## src/rtl/elevator_pkg.sv

```systemverilog
// -----------------------------------------------------------------------------
// elevator_pkg
// Shared definitions for the elevator request panel:
//   - default floor count and floor-index width
//   - encoding of the last travel direction seen from the controller
// -----------------------------------------------------------------------------
package elevator_pkg;

    localparam int NUM_FLOORS_DEF = 4;
    localparam int FLOOR_W_DEF    = 2;

    typedef enum logic [1:0] {
        DIR_IDLE = 2'b00,
        DIR_UP   = 2'b01,
        DIR_DOWN = 2'b10
    } dir_e;

endpackage

```

## src/rtl/elevator_request_panel_request_latch.sv

```systemverilog
// -----------------------------------------------------------------------------
// request_latch
// Holds one class of requests (car, hall-up or hall-down), one bit per floor.
// A new press on a non-pending bit latches it and emits a one-cycle pulse.
// A clear drops the bit at the same edge and suppresses any press on it.
// The resend strobe re-pulses every bit that is still pending.
//
// Ports:
//   clk      in   system clock
//   reset    in   synchronous active-high reset
//   press    in   [NUM_FLOORS] press events (already edge-detected)
//   clear    in   [NUM_FLOORS] service clears for this cycle
//   resend   in   re-pulse all pending bits
//   pending  out  [NUM_FLOORS] held request state (lamps)
//   pulse    out  [NUM_FLOORS] one-cycle request pulses
// -----------------------------------------------------------------------------
module request_latch #(
    parameter int NUM_FLOORS = 4
) (
    input  logic                  clk,
    input  logic                  reset,
    input  logic [NUM_FLOORS-1:0] press,
    input  logic [NUM_FLOORS-1:0] clear,
    input  logic                  resend,
    output logic [NUM_FLOORS-1:0] pending,
    output logic [NUM_FLOORS-1:0] pulse
);

    logic [NUM_FLOORS-1:0] pending_q, pending_d;
    logic [NUM_FLOORS-1:0] pulse_q,   pulse_d;
    logic [NUM_FLOORS-1:0] new_bits;

    always_comb begin
        // Service wins over a press on the same bit in the same cycle.
        new_bits  = press & ~pending_q & ~clear;
        pending_d = (pending_q | press) & ~clear;
        pulse_d   = new_bits;
        if (resend) begin
            pulse_d = new_bits | (pending_q & ~clear);
        end
    end

    always_ff @(posedge clk) begin
        if (reset) begin
            pending_q <= '0;
            pulse_q   <= '0;
        end else begin
            pending_q <= pending_d;
            pulse_q   <= pulse_d;
        end
    end

    assign pending = pending_q;
    assign pulse   = pulse_q;

endmodule

```

## src/rtl/elevator_request_panel.sv

```systemverilog
// -----------------------------------------------------------------------------
// elevator_request_panel
// Front-end for elevator_controller. Turns raw button levels into latched
// requests, one-cycle request pulses and lamp states; clears requests as the
// controller serves floors; periodically re-issues unserved requests and
// flags a stall after repeated unanswered re-issues.
//
// Ports:
//   clk             in   system clock (rising edge)
//   reset           in   synchronous active-high reset
//   btn_car         in   [NUM_FLOORS] in-car buttons (level)
//   btn_up          in   [NUM_FLOORS] hall up buttons, top bit ignored
//   btn_down        in   [NUM_FLOORS] hall down buttons, bit 0 ignored
//   current_floor   in   [FLOOR_W] floor reported by the controller
//   moving_up       in   controller travelling up
//   moving_down     in   controller travelling down
//   door_open       in   controller door open
//   inside_request  out  [NUM_FLOORS] car request pulses
//   call_up         out  [NUM_FLOORS] hall up pulses
//   call_down       out  [NUM_FLOORS] hall down pulses
//   lamp_car        out  [NUM_FLOORS] pending car requests
//   lamp_up         out  [NUM_FLOORS] pending up calls
//   lamp_down       out  [NUM_FLOORS] pending down calls
//   stuck           out  service stall flag
// -----------------------------------------------------------------------------
module elevator_request_panel
    import elevator_pkg::*;
#(
    parameter int NUM_FLOORS    = NUM_FLOORS_DEF,
    parameter int FLOOR_W       = FLOOR_W_DEF,
    parameter int RESEND_CYCLES = 64,
    parameter int MAX_RESEND    = 4
) (
    input  logic                  clk,
    input  logic                  reset,
    input  logic [NUM_FLOORS-1:0] btn_car,
    input  logic [NUM_FLOORS-1:0] btn_up,
    input  logic [NUM_FLOORS-1:0] btn_down,
    input  logic [FLOOR_W-1:0]    current_floor,
    input  logic                  moving_up,
    input  logic                  moving_down,
    input  logic                  door_open,
    output logic [NUM_FLOORS-1:0] inside_request,
    output logic [NUM_FLOORS-1:0] call_up,
    output logic [NUM_FLOORS-1:0] call_down,
    output logic [NUM_FLOORS-1:0] lamp_car,
    output logic [NUM_FLOORS-1:0] lamp_up,
    output logic [NUM_FLOORS-1:0] lamp_down,
    output logic                  stuck
);

    localparam logic [NUM_FLOORS-1:0] BOT_BIT = {{(NUM_FLOORS-1){1'b0}}, 1'b1};
    localparam logic [NUM_FLOORS-1:0] TOP_BIT = {1'b1, {(NUM_FLOORS-1){1'b0}}};

    localparam int TIMER_W = (RESEND_CYCLES > 2) ? $clog2(RESEND_CYCLES) : 1;
    localparam int CNT_W   = (MAX_RESEND > 0) ? $clog2(MAX_RESEND + 1) : 1;
    localparam logic [TIMER_W-1:0] TIMER_LAST = TIMER_W'(RESEND_CYCLES - 1);
    localparam logic [CNT_W-1:0]   CNT_MAX    = CNT_W'(MAX_RESEND);

    // Button history, edge detect
    logic [NUM_FLOORS-1:0] car_btn_q,  up_btn_q,  down_btn_q;
    logic [NUM_FLOORS-1:0] up_lvl,     down_lvl;
    logic [NUM_FLOORS-1:0] press_car,  press_up,  press_down;

    // Service decode
    logic [NUM_FLOORS-1:0] serve;
    logic [NUM_FLOORS-1:0] clr_car,    clr_up,    clr_down;
    logic                  any_pending;
    logic                  any_clear;

    // Direction, resend timer, resend counter
    dir_e                  last_dir_q, last_dir_d;
    logic [TIMER_W-1:0]    timer_q,    timer_d;
    logic [CNT_W-1:0]      cnt_q,      cnt_d;
    logic                  resend;

    // Invalid hall buttons are masked before edge detection so they never
    // produce a press, regardless of what the wiring drives on them.
    assign up_lvl   = btn_up   & ~TOP_BIT;
    assign down_lvl = btn_down & ~BOT_BIT;

    assign press_car  = btn_car  & ~car_btn_q;
    assign press_up   = up_lvl   & ~up_btn_q;
    assign press_down = down_lvl & ~down_btn_q;

    // History resets to all-ones: a button held through reset must be
    // released before it can register a press.
    always_ff @(posedge clk) begin
        if (reset) begin
            car_btn_q  <= '1;
            up_btn_q   <= '1;
            down_btn_q <= '1;
        end else begin
            car_btn_q  <= btn_car;
            up_btn_q   <= up_lvl;
            down_btn_q <= down_lvl;
        end
    end

    // Hall calls are only served when the car will leave in their direction;
    // the end floors have only one useful direction so they always serve.
    assign serve    = door_open ? (BOT_BIT << current_floor) : '0;
    assign clr_car  = serve;
    assign clr_up   = serve & ((last_dir_q != DIR_DOWN) ? '1 : BOT_BIT);
    assign clr_down = serve & ((last_dir_q != DIR_UP)   ? '1 : TOP_BIT);

    assign any_pending = |{lamp_car, lamp_up, lamp_down};
    // Only clearing something actually pending counts as service progress.
    assign any_clear   = |{clr_car & lamp_car, clr_up & lamp_up, clr_down & lamp_down};

    always_comb begin
        last_dir_d = last_dir_q;
        if (moving_up) begin
            last_dir_d = DIR_UP;
        end else if (moving_down) begin
            last_dir_d = DIR_DOWN;
        end else if (!any_pending) begin
            last_dir_d = DIR_IDLE;
        end
    end

    // A clear in the same cycle as expiry takes precedence: progress was made,
    // so no resend is due.
    assign resend = any_pending && !any_clear && (timer_q == TIMER_LAST);

    always_comb begin
        timer_d = timer_q;
        cnt_d   = cnt_q;
        if (!any_pending || any_clear) begin
            timer_d = '0;
            cnt_d   = '0;
        end else if (resend) begin
            timer_d = '0;
            if (cnt_q != CNT_MAX) begin
                cnt_d = cnt_q + 1'b1;
            end
        end else begin
            timer_d = timer_q + 1'b1;
        end
    end

    always_ff @(posedge clk) begin
        if (reset) begin
            last_dir_q <= DIR_IDLE;
            timer_q    <= '0;
            cnt_q      <= '0;
        end else begin
            last_dir_q <= last_dir_d;
            timer_q    <= timer_d;
            cnt_q      <= cnt_d;
        end
    end

    assign stuck = (cnt_q == CNT_MAX);

    request_latch #(.NUM_FLOORS(NUM_FLOORS)) u_car_latch (
        .clk     (clk),
        .reset   (reset),
        .press   (press_car),
        .clear   (clr_car),
        .resend  (resend),
        .pending (lamp_car),
        .pulse   (inside_request)
    );

    request_latch #(.NUM_FLOORS(NUM_FLOORS)) u_up_latch (
        .clk     (clk),
        .reset   (reset),
        .press   (press_up),
        .clear   (clr_up),
        .resend  (resend),
        .pending (lamp_up),
        .pulse   (call_up)
    );

    request_latch #(.NUM_FLOORS(NUM_FLOORS)) u_down_latch (
        .clk     (clk),
        .reset   (reset),
        .press   (press_down),
        .clear   (clr_down),
        .resend  (resend),
        .pending (lamp_down),
        .pulse   (call_down)
    );

endmodule

```

## config.mk

```make
export PLATFORM = sky130hd
export DESIGN_NAME = elevator_request_panel
export DESIGN_NICKNAME = d
export VERILOG_FILES = /design/src/rtl/elevator_pkg.sv /design/src/rtl/elevator_request_panel_request_latch.sv /design/src/rtl/elevator_request_panel.sv
export SDC_FILE = /design/constraint.sdc
export NUM_CORES = 1
export LEC_CHECK = 0
export ABC_AREA = 1
export BUFFER_PORTS_ARGS = -buffer_cell sky130_fd_sc_hd__buf_2
export CAP_MARGIN = 20
export CORE_MARGIN = 3
export CORE_UTILIZATION = 55
export CTS_BUF_LIST = sky130_fd_sc_hd__clkbuf_4 sky130_fd_sc_hd__clkbuf_8 sky130_fd_sc_hd__clkbuf_16
export CTS_CLUSTER_DIAMETER = 60
export DETAILED_ROUTE_END_ITERATION = 8
export HOLD_SLACK_MARGIN = 0.02
export PLACE_DENSITY = 0.81
export SLEW_MARGIN = 30
export SYNTH_ARGS = -nofsm -noshare
export SYNTH_HDL_FRONTEND = slang
export SYNTH_HIERARCHICAL = 1
export SYNTH_SLANG_ARGS = --single-unit
```

## constraint.sdc

```tcl
create_clock -name clk -period 4.3 [get_ports clk]
set_input_delay 0.215 -clock clk [delete_from_list [all_inputs] [get_ports clk]]
set_output_delay 0.215 -clock clk [all_outputs]
set_load 0.05 [all_outputs]
```

Yosys cells after proc, flatten, opt, wreduce, memory -nomap -nowiden
Index checks and enable logic that the tools add are counted.
{ "totals": {"reg_bits": 47, "inputBits": 19, "out_inout_bits": 25, "wordCells": 82} }
{ "classes": {"addsub": 2, "eq_ne": 7, "n_shift": 1, "mux": 11, "n_bitwise": 35, "n_reduce_logical": 11} }
{ "ops": {"columns": ["operator", "n"], "rows": [
  ["4-bit bitwise AND", 19],
  ["4-bit NOT", 9],
  ["4-bit 2-to-1 mux", 6],
  ["4-bit OR", 6],
  ["12-bit OR reduction", 2],
  ["6-bit by 1-bit adder with 6-bit output (second input constant)", 1],
  ["6-bit equality test (second input constant)", 1],
  ["3-bit != test (second input constant)", 2],
  ["3-bit by 4-bit bitwise AND with 4-bit output", 1],
  ["2-bit 2-to-1 mux", 2],
  ["2-bit != test (second input constant)", 2],
  ["2-bit OR reduction", 2],
  ["1-bit by 2-bit << shifter with 4-bit output (first input constant)", 1],
  ["3-bit by 1-bit adder with 3-bit output (second input constant)", 1],
  ["3-bit equality test (second input constant)", 1],
  ["3-bit 2-to-1 mux", 1],
  ["3-bit OR reduction", 1],
  ["1-bit logical AND", 2],
  ["1-bit logical NOT", 2],
  ["1-bit 2-to-1 mux", 2],
  ["2-bit by 1-bit != test with 1-bit output (second input constant)", 1],
  ["2-bit AND reduction", 1],
  ["1-bit logical OR", 1]
]} }

Logic depth before layout (Yosys ltp)
Gate-level depths: netlist of run 1.
{ "logic_depth": {"word_depth": 9, "depth_mapped": 13, "mapped_depth_nobuf": 13} }

Modules after synthesis
The synthesis of run 1 kept the hierarchy.
{ "by_module_without_submodules": {"columns": ["mod", "n_inst", "cells_each", "area_each_um2", "seq_area_each_um2"], "rows": [
  ["elevator_request_panel", 1, 163, 1086.0, 420.4],
  ["request_latch", 3, 40, 290.3, 160.2]
]} }

Worst setup path after synthesis of run 1
No wires, ideal clock.
{ "synth_timing": {"path_kind": "register -> register", "from": "reg u_car_latch.pending_q[1] (netlist: u_car_latch/pending[1])", "to": "reg u_car_latch.pulse_q[0] (netlist: u_car_latch/pulse[0])", "setup_ns": 0.062, "t_arrival_ns": 1.699, "required_ns": 4.238, "setup_slack_ns": 2.539, "stages_incl_launch_ff": 10, "n_path_buf": 0, "synth_period_minus_slack_ns": 1.761, "cell_sequence": "dfxtp_1 > or2_2 > nor2_1 > nand2_1 > nand3_2 > nor2_4 > nand2_1 > inv_1 > nor2_1 > nor2_2"} }
{ "synth_between": {"elab_chain_len": 6, "word_cells_on_any_way": 7, "cone_classes": "mux: 1; bitwise: 1; reduce/logical: 5"} }
{ "synth_lines": {"columns": ["element", "line", "source"], "rows": [
  ["from (decl)", "elevator_request_panel_request_latch.sv:29", "logic [NUM_FLOORS-1:0] pending_q, pending_d;"],
  ["from (signal assigned)", "elevator_request_panel_request_latch.sv:48", "pending_q <= pending_d;"],
  ["4-bit bitwise AND", "elevator_request_panel.sv:109", "assign any_clear = |{clr_car & lamp_car, clr_up & lamp_up, clr_down & lamp_down};"],
  ["12-bit OR reduction", "elevator_request_panel.sv:109", null],
  ["1-bit logical NOT", "elevator_request_panel.sv:124", "assign resend = any_pending && !any_clear && (timer_q == TIMER_LAST);"],
  ["1-bit logical AND (*) (2 in a row)", "elevator_request_panel.sv:124", null],
  ["via resend", "elevator_request_panel.sv:75", "logic resend;"],
  ["4-bit 2-to-1 mux (*)", "elevator_request_panel_request_latch.sv:38", "if (resend) begin"],
  ["to (signal assigned)", "elevator_request_panel_request_latch.sv:49", "pulse_q <= pulse_d;"],
  ["to (decl)", "elevator_request_panel_request_latch.sv:30", "logic [NUM_FLOORS-1:0] pulse_q, pulse_d;"]
]} }
Mark *: on every way through the listed nets, which the timed path passes. The rest lies on a longest branch.
A chain may end at the register's enable or synchronous reset.

Worst setup path after layout of run 1
{ "layout_timing": {"from": "reg timer_q[0]", "to": "reg u_down_latch.pulse_q[3] (netlist: u_down_latch/pulse[3])"} }
{ "layout_between": {"elab_chain_len": 3} }
{ "layout_lines": {"columns": ["element", "line", "source"], "rows": [
  ["from (decl)", "elevator_request_panel.sv:73", "logic [TIMER_W-1:0] timer_q, timer_d;"],
  ["from (signal assigned)", "elevator_request_panel.sv:149", "timer_q <= timer_d;"],
  ["6-bit equality test", "elevator_request_panel.sv:124", null],
  ["1-bit logical AND", "elevator_request_panel.sv:124", null],
  ["via resend", "elevator_request_panel.sv:75", null],
  ["4-bit 2-to-1 mux", "elevator_request_panel_request_latch.sv:38", null],
  ["to (signal assigned)", "elevator_request_panel_request_latch.sv:49", null],
  ["to (decl)", "elevator_request_panel_request_latch.sv:30", null]
]} }
The timed path passes the listed nets, and every way through them passes these cells.

==> results of run 1 <==
## Yosys cell counts (2+ instances only)
| cell | n | area (µm²) |
|---|---|---|
| ha_1 | 3 | 37.54 |
| nand3_2 | 2 | 20.02 |
| dfxtp_1 | 45 | 900.9 |
| nand2_4 | 2 | 22.52 |
| inv_2 | 2 | 7.510 |
| inv_1 | 66 | 247.7 |
| nor3_2 | 2 | 20.02 |
| nand2_2 | 3 | 18.77 |
| or2_2 | 2 | 12.51 |
| nand3_1 | 7 | 35.03 |
| a21oi_1 | 3 | 15.01 |
| nor2_1 | 64 | 240.2 |
| nor2_2 | 13 | 81.33 |
| nor3_1 | 2 | 10.01 |
| xnor2_1 | 2 | 17.52 |
| nand2_1 | 56 | 210.2 |
| nand4_1 | 2 | 12.51 |
## registers in the layout (all words and copies together), names as in the netlist, 4 cells and up
name / flops
timer_q: 6
car_btn_q: 4
u_car_latch/pending: 4
u_car_latch/pulse: 4
u_down_latch/pending: 4
u_down_latch/pulse: 4
u_up_latch/pending: 4
u_up_latch/pulse: 4
## placed cells by master, fill, tap and decap left out
| cell | instances |
|---|---|
| nand2_1 | 56 |
| conb_1 | 2 |
| nor2_1 | 64 |
| inv_2 | 2 |
| xnor2_1 | 2 |
| ha_1 | 3 |
| nand4_1 | 2 |
| clkbuf_8 | 2 |
| dlygate4sd3_1 | 1 |
| a31oi_1 | 1 |
| nand3_1 | 7 |
| dfxtp_1 | 45 |
| or2_2 | 2 |
| o311ai_0 | 1 |
| nor3_2 | 2 |
| xor2_1 | 1 |
| nand2_2 | 3 |
| inv_1 | 66 |
| nand3_2 | 2 |
| clkinv_2 | 1 |
| clkbuf_4 | 5 |
| o21ai_0 | 1 |
| buf_2 | 41 |
| nor2_2 | 13 |
| nor3_1 | 2 |
| nand2_4 | 2 |
| nor2_4 | 1 |
| a21oi_1 | 3 |
## worst max-delay path: cells and delay by family (launching register included)
family | cells | cell delay [ps]
AND/OR/NAND/NOR | 6 | 730
buffers and inverters | 2 | 540
flip-flops | 1 | 370
adder cells (fa/ha/maj) | 1 | 170
## routing by layer
layer / share of wire / wire length [µm] / GRT usage
met4: 0.015 / 55 / 0.07772
met3: 0.046 / 171 / 0.04444
met1: 0.46 / 1710 / 0.2362
met2: 0.48 / 1779 / 0.3129
met5: 0 / 0 / 0
## layout make-up
class,instances,area (µm²),share of cell area
tap,46,57.56,0.02503
inverter,68,255.2,0.1110
timing repair buffer,42,215.2,0.09358
multi-input combinational,170,800.8,0.3482
sequential,45,900.9,0.3917
clock inverter,1,5.005,0.002176
clock buffer,7,65.06,0.02829
## power breakdown
part | switching, mW | leakage (nW) | internal, mW
logic | 0.102 | 0.939 | 0.0406
registers | 0.0122 | 0.370 | 0.438
clock network | 0.128 | 0.0413 | 0.0950
total | 0.243 | 1.35 | 0.574
## path summary, 6_finish.rpt
| kind | depth (start not counted) | slack [ps] | start | end |
|---|---|---|---|---|
| worst max-delay path | 9 | 2440 | timer_q[0] | u_down_latch/pulse[3] |
| worst min register to register | 1 | 450 | timer_q[0] | timer_q[0] |
| worst max register to register | 9 | 2440 | timer_q[0] | u_down_latch/pulse[3] |
| worst min-delay path | 3 | 40 | btn_up[1] | up_btn_q[1] |
## timing repair
item | in CTS | in global routing
hold buffers | 1 | 0
endpoints found under the hold margin | 1 | 0
setup endpoints to repair | 0 | 0
## cell families after synthesis
| kind of cell | after synthesis | share of synthesized area |
|---|---|---|
| AOI/OAI and AO/OA | 6 | 0.01790 |
| xor gates and xnor gates | 3 | 0.01343 |
| adders and majority gates | 3 | 0.01918 |
| buffers and inverters | 69 | 0.1324 |
| DFF | 45 | 0.4604 |
| other | 1 | 0.001916 |
| and+or+nand+nor | 156 | 0.3549 |
## through the flow
step	util	hold slack (ps)	area, µm²	cells	setup WS [ps]
finish	0.6785	38.90	2300	379	2443
global route	0.6785	38.66	2300	379	2130
CTS	0.6785	31.84	2300	379	2430
detailed placement	0.6549	401.7	2220	370	2456
global placement	0.6549	396.9	2220	370	2516
floorplan	-	287.4	1961	284	2539
==> results.json, run 1 <==
{
  "grt_pass1_vias": 1493,
  "dpl.hpwl_um": 2824,
  "cellPowerDensity_mw_per_mm2": 355.0,
  "drive_above_1_share": 0.2282,
  "skew_ps": 8.671,
  "vdd_drop_max_mv": 0.2687,
  "yosysWarnings": 6,
  "async_reset_ff_frac": 0,
  "gp_congestion": 0.9139,
  "syn_avg_cell_area_um2": 6.915,
  "grt_usage": 0.1898,
  "leakage_nw": 1.350,
  "drc": 0,
  "cts-root-buf": "clkbuf_4",
  "power_uw": 816.5,
  "cp.required_ps": 4590,
  "via_per_inst": 4.414,
  "area_growth_pct": 17.52,
  "vias": 1673,
  "drtIter0Drc": 66,
  "outcome": "finished, final reports clean",
  "die_w_um": 65.65,
  "fp.dieArea_mm2": 0.004310,
  "synth-seq-cells": 45,
  "fill_cells": 300,
  "rsz0062_at_grt": "false",
  "synth_edf_count": 0,
  "routedWlPerCell_um": 9.807,
  "start_util": 0.5773,
  "cts_buffers": 5,
  "syn-cell-area_mm2": 0.001957,
  "rows": 21,
  "crit_chain": "ha_1, nand2_1, nor2_1, nand3_1, inv_1, nand2_1, inv_1, nor2_1, nor2_2",
  "seq_area_frac_synth": 0.4604,
  "path_class": "reg2reg",
  "ant_nets": 0,
  "antenna_found_initial": 0,
  "die_h_um": 65.65,
  "worst_path_largest_cell_delay_ps": 370,
  "grt_overflow": 0,
  "worstPathArrival_ps": 2150,
  "post-cts-setup-buffers": 0,
  "grt_start_max_net_pins": 16,
  "worst_setup_path_end_kind": "register",
  "port-buffer-count": 41,
  "totalNegativeSetupSlack_ps": 0,
  "cp_max_fo": 12,
  "h-tree-depth": 2,
  "slew_viol_final": 0,
  "cts_resized": 0,
  "cp_slowest_cell": "dfxtp_1",
  "synth_cell_types": 24,
  "wl_um": 3717,
  "core_mm2": 0.003390,
  "clkSinkCount": 45,
  "cts_buffer_depth": 2,
  "max_cap_viol_count": 0,
  "post-route-min-period_ps": 1857,
  "final_nets": 354,
  "ios": 44,
  "fmax_mhz": 538.5,
  "hold_viol": 0,
  "clk_pin_slew_ps": 130,
  "cts_tree": "built",
  "grt_pass1_wl_um": 6237,
  "period_share": 0.4319,
  "cp-start-kind": "register",
  "synth_flop_cell": "dfxtp_1",
  "synth_cells": 283,
  "setup_viol": 0,
  "firstDrtPassIters": 4,
  "hp-class": "in2reg",
  "clkLatencyLatePin_ps": 350,
  "num_antenna_cells": 0
}
No activity file was read; power rests on OpenSTA's default activity.
==> inputs of run 2 (changes only) <==
Settings changed: CORE_UTILIZATION 55 to 53, PLACE_DENSITY 0.81 to 0.78.
Clock period 4.3 ns to 1.9 ns, I/O delays scaled along.
==> run 2 against run 1 <==
Net effect: via count rose by 5.0%; clock skew rose by 1.7 ps; sequential power increased by 130%; largest power group unchanged; register-to-register slack worse by 2200 ps; wire length increased by 8.0%; count of clock-buffer cells in the layout increased by 1; final cell count grew 3.7%; worst setup slack lost 2200 ps; maximum frequency grew 12%; power grew 140%; core utilization rose by 3.4 points.
==> results.json, run 2 (same netlist as run 1, synthesis figures left out) <==
{
  "outcome": "finished, final reports clean",
  "rr_worst_depth": 10,
  "slew_viol_final": 0,
  "p_int_mw": 1.403,
  "max_cap_viol_count": 0,
  "cellPowerDensity_mw_per_mm2": 799.5,
  "tightest_slew_ps": 508.5,
  "cp-start-kind": "register",
  "port-buffer-count": 41,
  "firstDrtPassIters": 4,
  "p_comb_frac": 0.176,
  "ios": 44,
  "placed_area_mm2": 0.002250,
  "drive_above_1_share": 0.2305,
  "die_w_um": 66.77,
  "grt_pass1_wl_um": 6748,
  "num_antenna_cells": 0,
  "grt_overflow": 0,
  "hp-class": "in2reg",
  "post-route-min-period_ps": 1660,
  "clkLatencyLatePin_ps": 290,
  "vias": 1756,
  "path_class": "reg2reg",
  "period_share": 0.8739,
  "seqPwrFrac": 0.520,
  "rr_endpoint": "u_car_latch/pulse[3]",
  "setup_viol": 0,
  "clkSinkCount": 45,
  "worst_setup_path_end_kind": "register",
  "p_sw_frac": 0.2843,
  "hold_path_end": "last_dir_q[1]",
  "worstPathArrival_ps": 1840,
  "rsz0062_at_grt": "false",
  "vdd_drop_max_mv": 0.4176,
  "power.net_switching_uw": 557.1,
  "worst_path_largest_cell_delay_ps": 350,
  "path_delay_family": "simple AND/OR/NAND/NOR gates",
  "cts_tree": "built",
  "via_per_inst": 4.468,
  "clk_pin_slew_ps": 80,
  "cts_buffer_depth": 2,
  "cp_slowest_cell": "dfxtp_1",
  "cp_max_fo": 8,
  "cts-root-buf": "clkbuf_8",
  "r2r_slack_ps": 240,
  "area_growth_pct": 25.26,
  "cp.required_ps": 2080,
  "hold_viol": 0,
  "skew_ps": 10.38,
  "ant_nets": 0,
  "die_h_um": 66.77,
  "routedWlPerCell_um": 10.22,
  "grt_pass1_vias": 1574,
  "drc": 0,
  "antenna_found_initial": 0,
  "grt_start_max_net_pins": 15,
  "fill_cells": 308,
  "clkPwrFrac": 0.304,
  "crit_chain": "or2_2, nor2_1, nand2_1, nand3_2, nor2_4, nand2_1, inv_1, buf_4, nor2_1, nor2_2",
  "cts_buffers": 5,
  "maxSlewHeadroom": 0.6607,
  "drtIter0Drc": 117,
  "rows": 21,
  "totalNegativeSetupSlack_ps": 0,
  "cts_resized": 0,
  "start_util": 0.5685,
  "h-tree-depth": 2,
  "mostFrequentLayoutCells": "66 x inv_1, 64 x nor2_1, 56 x nand2_1, 45 x dfxtp_1, 41 x buf_2",
  "mostFrequentLayoutCell": "inv_1",
  "min-delay-start": "moving_down",
  "largest_reg_flops": 6,
  "dpl.hpwl_um": 2861,
  "rr_startpoint": "u_car_latch/pending[1]",
  "fp.dieArea_mm2": 0.004458,
  "core_mm2": 0.003442,
  "crit_start": "u_car_latch/pending[1]",
  "gp_congestion": 0.9129,
  "fin_area_mm2": 0.002451,
  "wl_um": 4015,
  "holdPathStages": 3,
  "top_register": "timer_q",
  "leakage_nw": 1.420,
  "grt_usage": 0.2046,
  "fmax_mhz": 602.3,
  "crit_buf_inv": 2,
  "final_nets": 368
}
run 2: cell count changes in the layout (fill, tap and decap cells not counted):
cell,before,now
buf_4,0,4
clkbuf_4,5,3
clkbuf_8,2,5
clkinv_2,1,0
dlygate4sd3_1,1,11
run 2: worst max path at each step:
stage,slack (ps),depth (start not counted),endpoint
CTS,250,10,u_car_latch/pulse[3]
floorplan,140,9,u_car_latch/pulse[0]
global placement,340,10,u_up_latch/pulse[0]
detailed placement,310,10,u_up_latch/pulse[0]
global route,100,10,u_car_latch/pulse[3]
finish,240,10,u_car_latch/pulse[3]
run 2: per-layer routing:
metal  track usage  vias up  wire, µm  part of all wire
met5             0        -         0                 0
met4       0.09391        0        56             0.014
met3       0.05228        6       232             0.058
met2        0.3515       49      1973              0.49
met1        0.2357      767      1753              0.44
li1              -      934         -                 -
run 2: power groups by stage:
stage	registers (mW)	logic, mW	clock network (mW)
after floorplan	1.13	0.150	0
after global placement	1.04	0.319	0
after detailed placement	1.04	0.325	0
after CTS	1.02	0.344	0.611
after global routing	1.02	0.381	0.657
final	1.02	0.345	0.596
run 2: timing repair:
item,4_1_cts,5_1_grt
hold buffers,11,0
endpoints found under the hold margin,11,0
buffers inserted,0,0
run 2: area by class of cell:
cell class              instances  area, µm²  share of cell area
well taps                      46      57.56             0.02348
multi-input cells             170      800.8              0.3267
clock buffers                   8      91.34             0.03726
repair buffers                 56      345.3              0.1409
flip-flops and latches         45      900.9              0.3675
inverters                      68      255.2              0.1041
run 2: metrics by stage:
step	hold slack (ps)	utilization	power, mW	worst slack [ps]	cells
2_1_floorplan	167.4	-	1.282	138.7	284
3_3_place_gp	275.3	0.6536	1.358	336.5	374
3_5_place_dp	282.2	0.6536	1.366	313.6	374
4_1_cts	75.56	0.7121	1.974	252.8	393
5_1_grt	87.05	0.7121	2.063	104.0	393
6_report	94.05	0.7121	1.960	239.6	393
run 2: worst register-to-register path: stages, from the launching register on:
cell and delay (ps):
dfxtp_1 350, or2_2 300, nor2_1 100, nand2_1 120, nand3_2 120, nor2_4 70, nand2_1 60, inv_1 40
buf_4 160, nor2_1 170, nor2_2 60
==> inputs of run 3 (changes only) <==
Settings changed: ABC_AREA 1 to default.
==> run 3 against run 2 <==
Net effect: non-clock buffer count grew 2; core utilization rose by 0.69 points; maximum frequency decreased by 5.5%; synthesized cell count shrank 30%; combinational power fell by 7.5%; clock power increased by 14%; power grew 3.2%; first-iteration DRC count is 26% lower; critical path type unchanged; worst setup slack got worse by 96 ps; sequential cell count unchanged; count of clock-buffer cells in the layout shrank 3; global-route usage is 0.90 points lower.
==> results.json, run 3 <==
{
  "yosysWarnings": 6,
  "cts-root-buf": "clkbuf_8",
  "drc": 0,
  "hold_viol": 0,
  "fin_cells": 306,
  "outcome": "finished, final reports clean",
  "grt_pass1_wl_um": 6651,
  "rr_worst_depth": 7,
  "setup_viol": 0,
  "num_antenna_cells": 0,
  "synth_top_cells_by_area": "dfxtp_1 45%, nor3_2 12%, mux2i_1 7.1%",
  "multi_input_area_mm2": 0.001039,
  "seqPwrFrac": 0.506,
  "path_class": "reg2reg",
  "drtIter0Drc": 86,
  "die_h_um": 67.19,
  "grt_usage": 0.1956,
  "die_w_um": 67.19,
  "totalNegativeSetupSlack_ps": 0,
  "cts_buffers": 5,
  "clkSinkCount": 45,
  "cp.required_ps": 2120,
  "netlist_top_cells_count": "45 x dfxtp_1, 24 x nor3_2, 20 x nor2_1",
  "ios": 44,
  "grt_overflow": 0,
  "seqCellArea_um2": 902.1,
  "dpl.hpwl_um": 2830,
  "synth_edf_count": 0,
  "skew_ps": 6.788,
  "p_sw_frac": 0.2652,
  "rr_endpoint": "u_car_latch/pulse[3]",
  "worstPathArrival_ps": 1980,
  "fp.dieArea_mm2": 0.004515,
  "leakage_nw": 1.033,
  "yosysMostFrequentCell": "dfxtp_1",
  "area_growth_pct": 25.66,
  "wl_um": 3839,
  "crit_start": "last_dir_q[0]",
  "slew_viol_final": 0,
  "syn-cell-area_mm2": 0.001984,
  "drive_above_1_share": 0.3654,
  "mostFrequentLayoutCells": "44 x dfxtp_1, 41 x buf_2, 24 x nor3_2, 20 x nor2_1, 14 x mux2i_1",
  "max_cap_viol_count": 0,
  "gp_congestion": 0.8094,
  "fill_cells": 288,
  "async_reset_ff_frac": 0,
  "placed_cells": 288,
  "rows": 21,
  "clkPwrFrac": 0.336,
  "clkLatencyLatePin_ps": 300,
  "p_comb_frac": 0.158,
  "top_register": "timer_q",
  "r2r_slack_ps": 140,
  "post-cts-setup-buffers": 0,
  "port-buffer-count": 41,
  "period_share": 0.9246,
  "clk_pin_slew_ps": 80,
  "start_util": 0.5722,
  "post-route-min-period_ps": 1757,
  "vdd_drop_max_mv": 0.5882,
  "mostFrequentLayoutCell": "dfxtp_1",
  "hp-class": "in2reg",
  "cts_buffer_depth": 2,
  "ant_nets": 0,
  "final_nets": 282,
  "core_mm2": 0.003468,
  "worst_setup_path_end_kind": "register",
  "firstDrtPassIters": 4,
  "fmax_mhz": 569.3,
  "via_per_inst": 5.144,
  "cellPowerDensity_mw_per_mm2": 811.0,
  "synth_cell_types": 34,
  "vias": 1574,
  "syn_avg_cell_area_um2": 10.02,
  "synth_largest_area_cell": "dfxtp_1",
  "cp-endpoint": "u_car_latch/pulse[3]",
  "grt_pass1_vias": 1506,
  "synth_cells": 198,
  "rsz0062_at_grt": "false",
  "synth_top_area_share": 0.4540,
  "synth_flop_cell": "dfxtp_1",
  "cp_max_fo": 9,
  "h-tree-depth": 2,
  "p_int_mw": 1.486,
  "seq_area_frac_synth": 0.4540,
  "largest_reg_flops": 6,
  "synth-seq-cells": 45,
  "grt_start_max_net_pins": 25,
  "power.net_switching_uw": 536.3,
  "cp-start-kind": "register",
  "antenna_found_initial": 0,
  "rr_startpoint": "last_dir_q[0]",
  "cts_tree": "built",
  "routedWlPerCell_um": 12.55
}
==> run 3: layout make-up <==
class	instances	share of cell area
Multi-Input combinational cell	145	0.4165
Clock inverter	2	0.01405
Timing Repair Buffer	58	0.1495
Tap cell	46	0.02308
Inverter	5	0.007526
Sequential cell	45	0.3618
Clock buffer	5	0.02760
==> run 3: power groups by stage <==
stage                     Sequential, mW  Combinational (mW)  Clock [mW]
after CTS                           1.02               0.320       0.700
after global routing                1.03               0.348       0.736
final                               1.02               0.319       0.679
after global placement              1.05               0.295           0
after detailed placement            1.05               0.301           0
after floorplan                     1.11               0.151           0
==> run 3: cells by family after synthesis <==
kind of cell	after synthesis	synth area share
compound gates	15	0.06116
xor+xnor	4	0.01766
fa+ha+maj	3	0.01892
buf+inv	11	0.03405
flops	45	0.4540
mux	14	0.07062
other cells	1	0.001890
simple gates	105	0.3417
==> run 3: metal layers <==
metal  up-vias  GRT usage  share of wire
met1       726     0.2523           0.46
li1        813          -              -
met4         0    0.09620          0.014
met2        30     0.3055           0.47
met3         5    0.04659          0.051
met5         -          0              0
==> run 3: through the flow <==
| step | hold WS, ps | setup WS, ps | instance area (µm²) | power, mW | utilization |
|---|---|---|---|---|---|
| 2_1_floorplan | 174.3 | 65.31 | 2008 | 1.265 | - |
| 5_1_grt | 122.3 | 1.637 | 2494 | 2.115 | 0.7190 |
| 6_report | 84.73 | 143.3 | 2494 | 2.022 | 0.7190 |
| 3_3_place_gp | 292.2 | 185.0 | 2280 | 1.340 | 0.6573 |
| 3_5_place_dp | 293.1 | 172.2 | 2280 | 1.347 | 0.6573 |
| 4_1_cts | 89.82 | 127.4 | 2494 | 2.043 | 0.7190 |
==> run 3: critical path, stage by stage, from the launching register on <==
cell and delay (ps):
dfxtp_1 420, nand2b_4 90, a2111oi_4 360, o221ai_2 180
nor3_4 210, buf_4 190, mux2i_1 100, nor3_2 120
==> run 3: worst min path at each step <==
stage                            from            end  slack [ps]  cells after the start
final                     moving_down  last_dir_q[1]          80                      3
after global routing      moving_down  last_dir_q[1]         120                      3
after CTS                 moving_down  last_dir_q[1]          90                      3
after detailed placement    moving_up  last_dir_q[1]         290                      2
after global placement     btn_car[0]   car_btn_q[0]         290                      2
after floorplan             moving_up  last_dir_q[1]         170                      1
==> run 3: repair_timing <==
action / in CTS / in global routing
resized for setup: 0 / 0
hold buffers: 11 / 0
hold endpoints to repair: 11 / 0
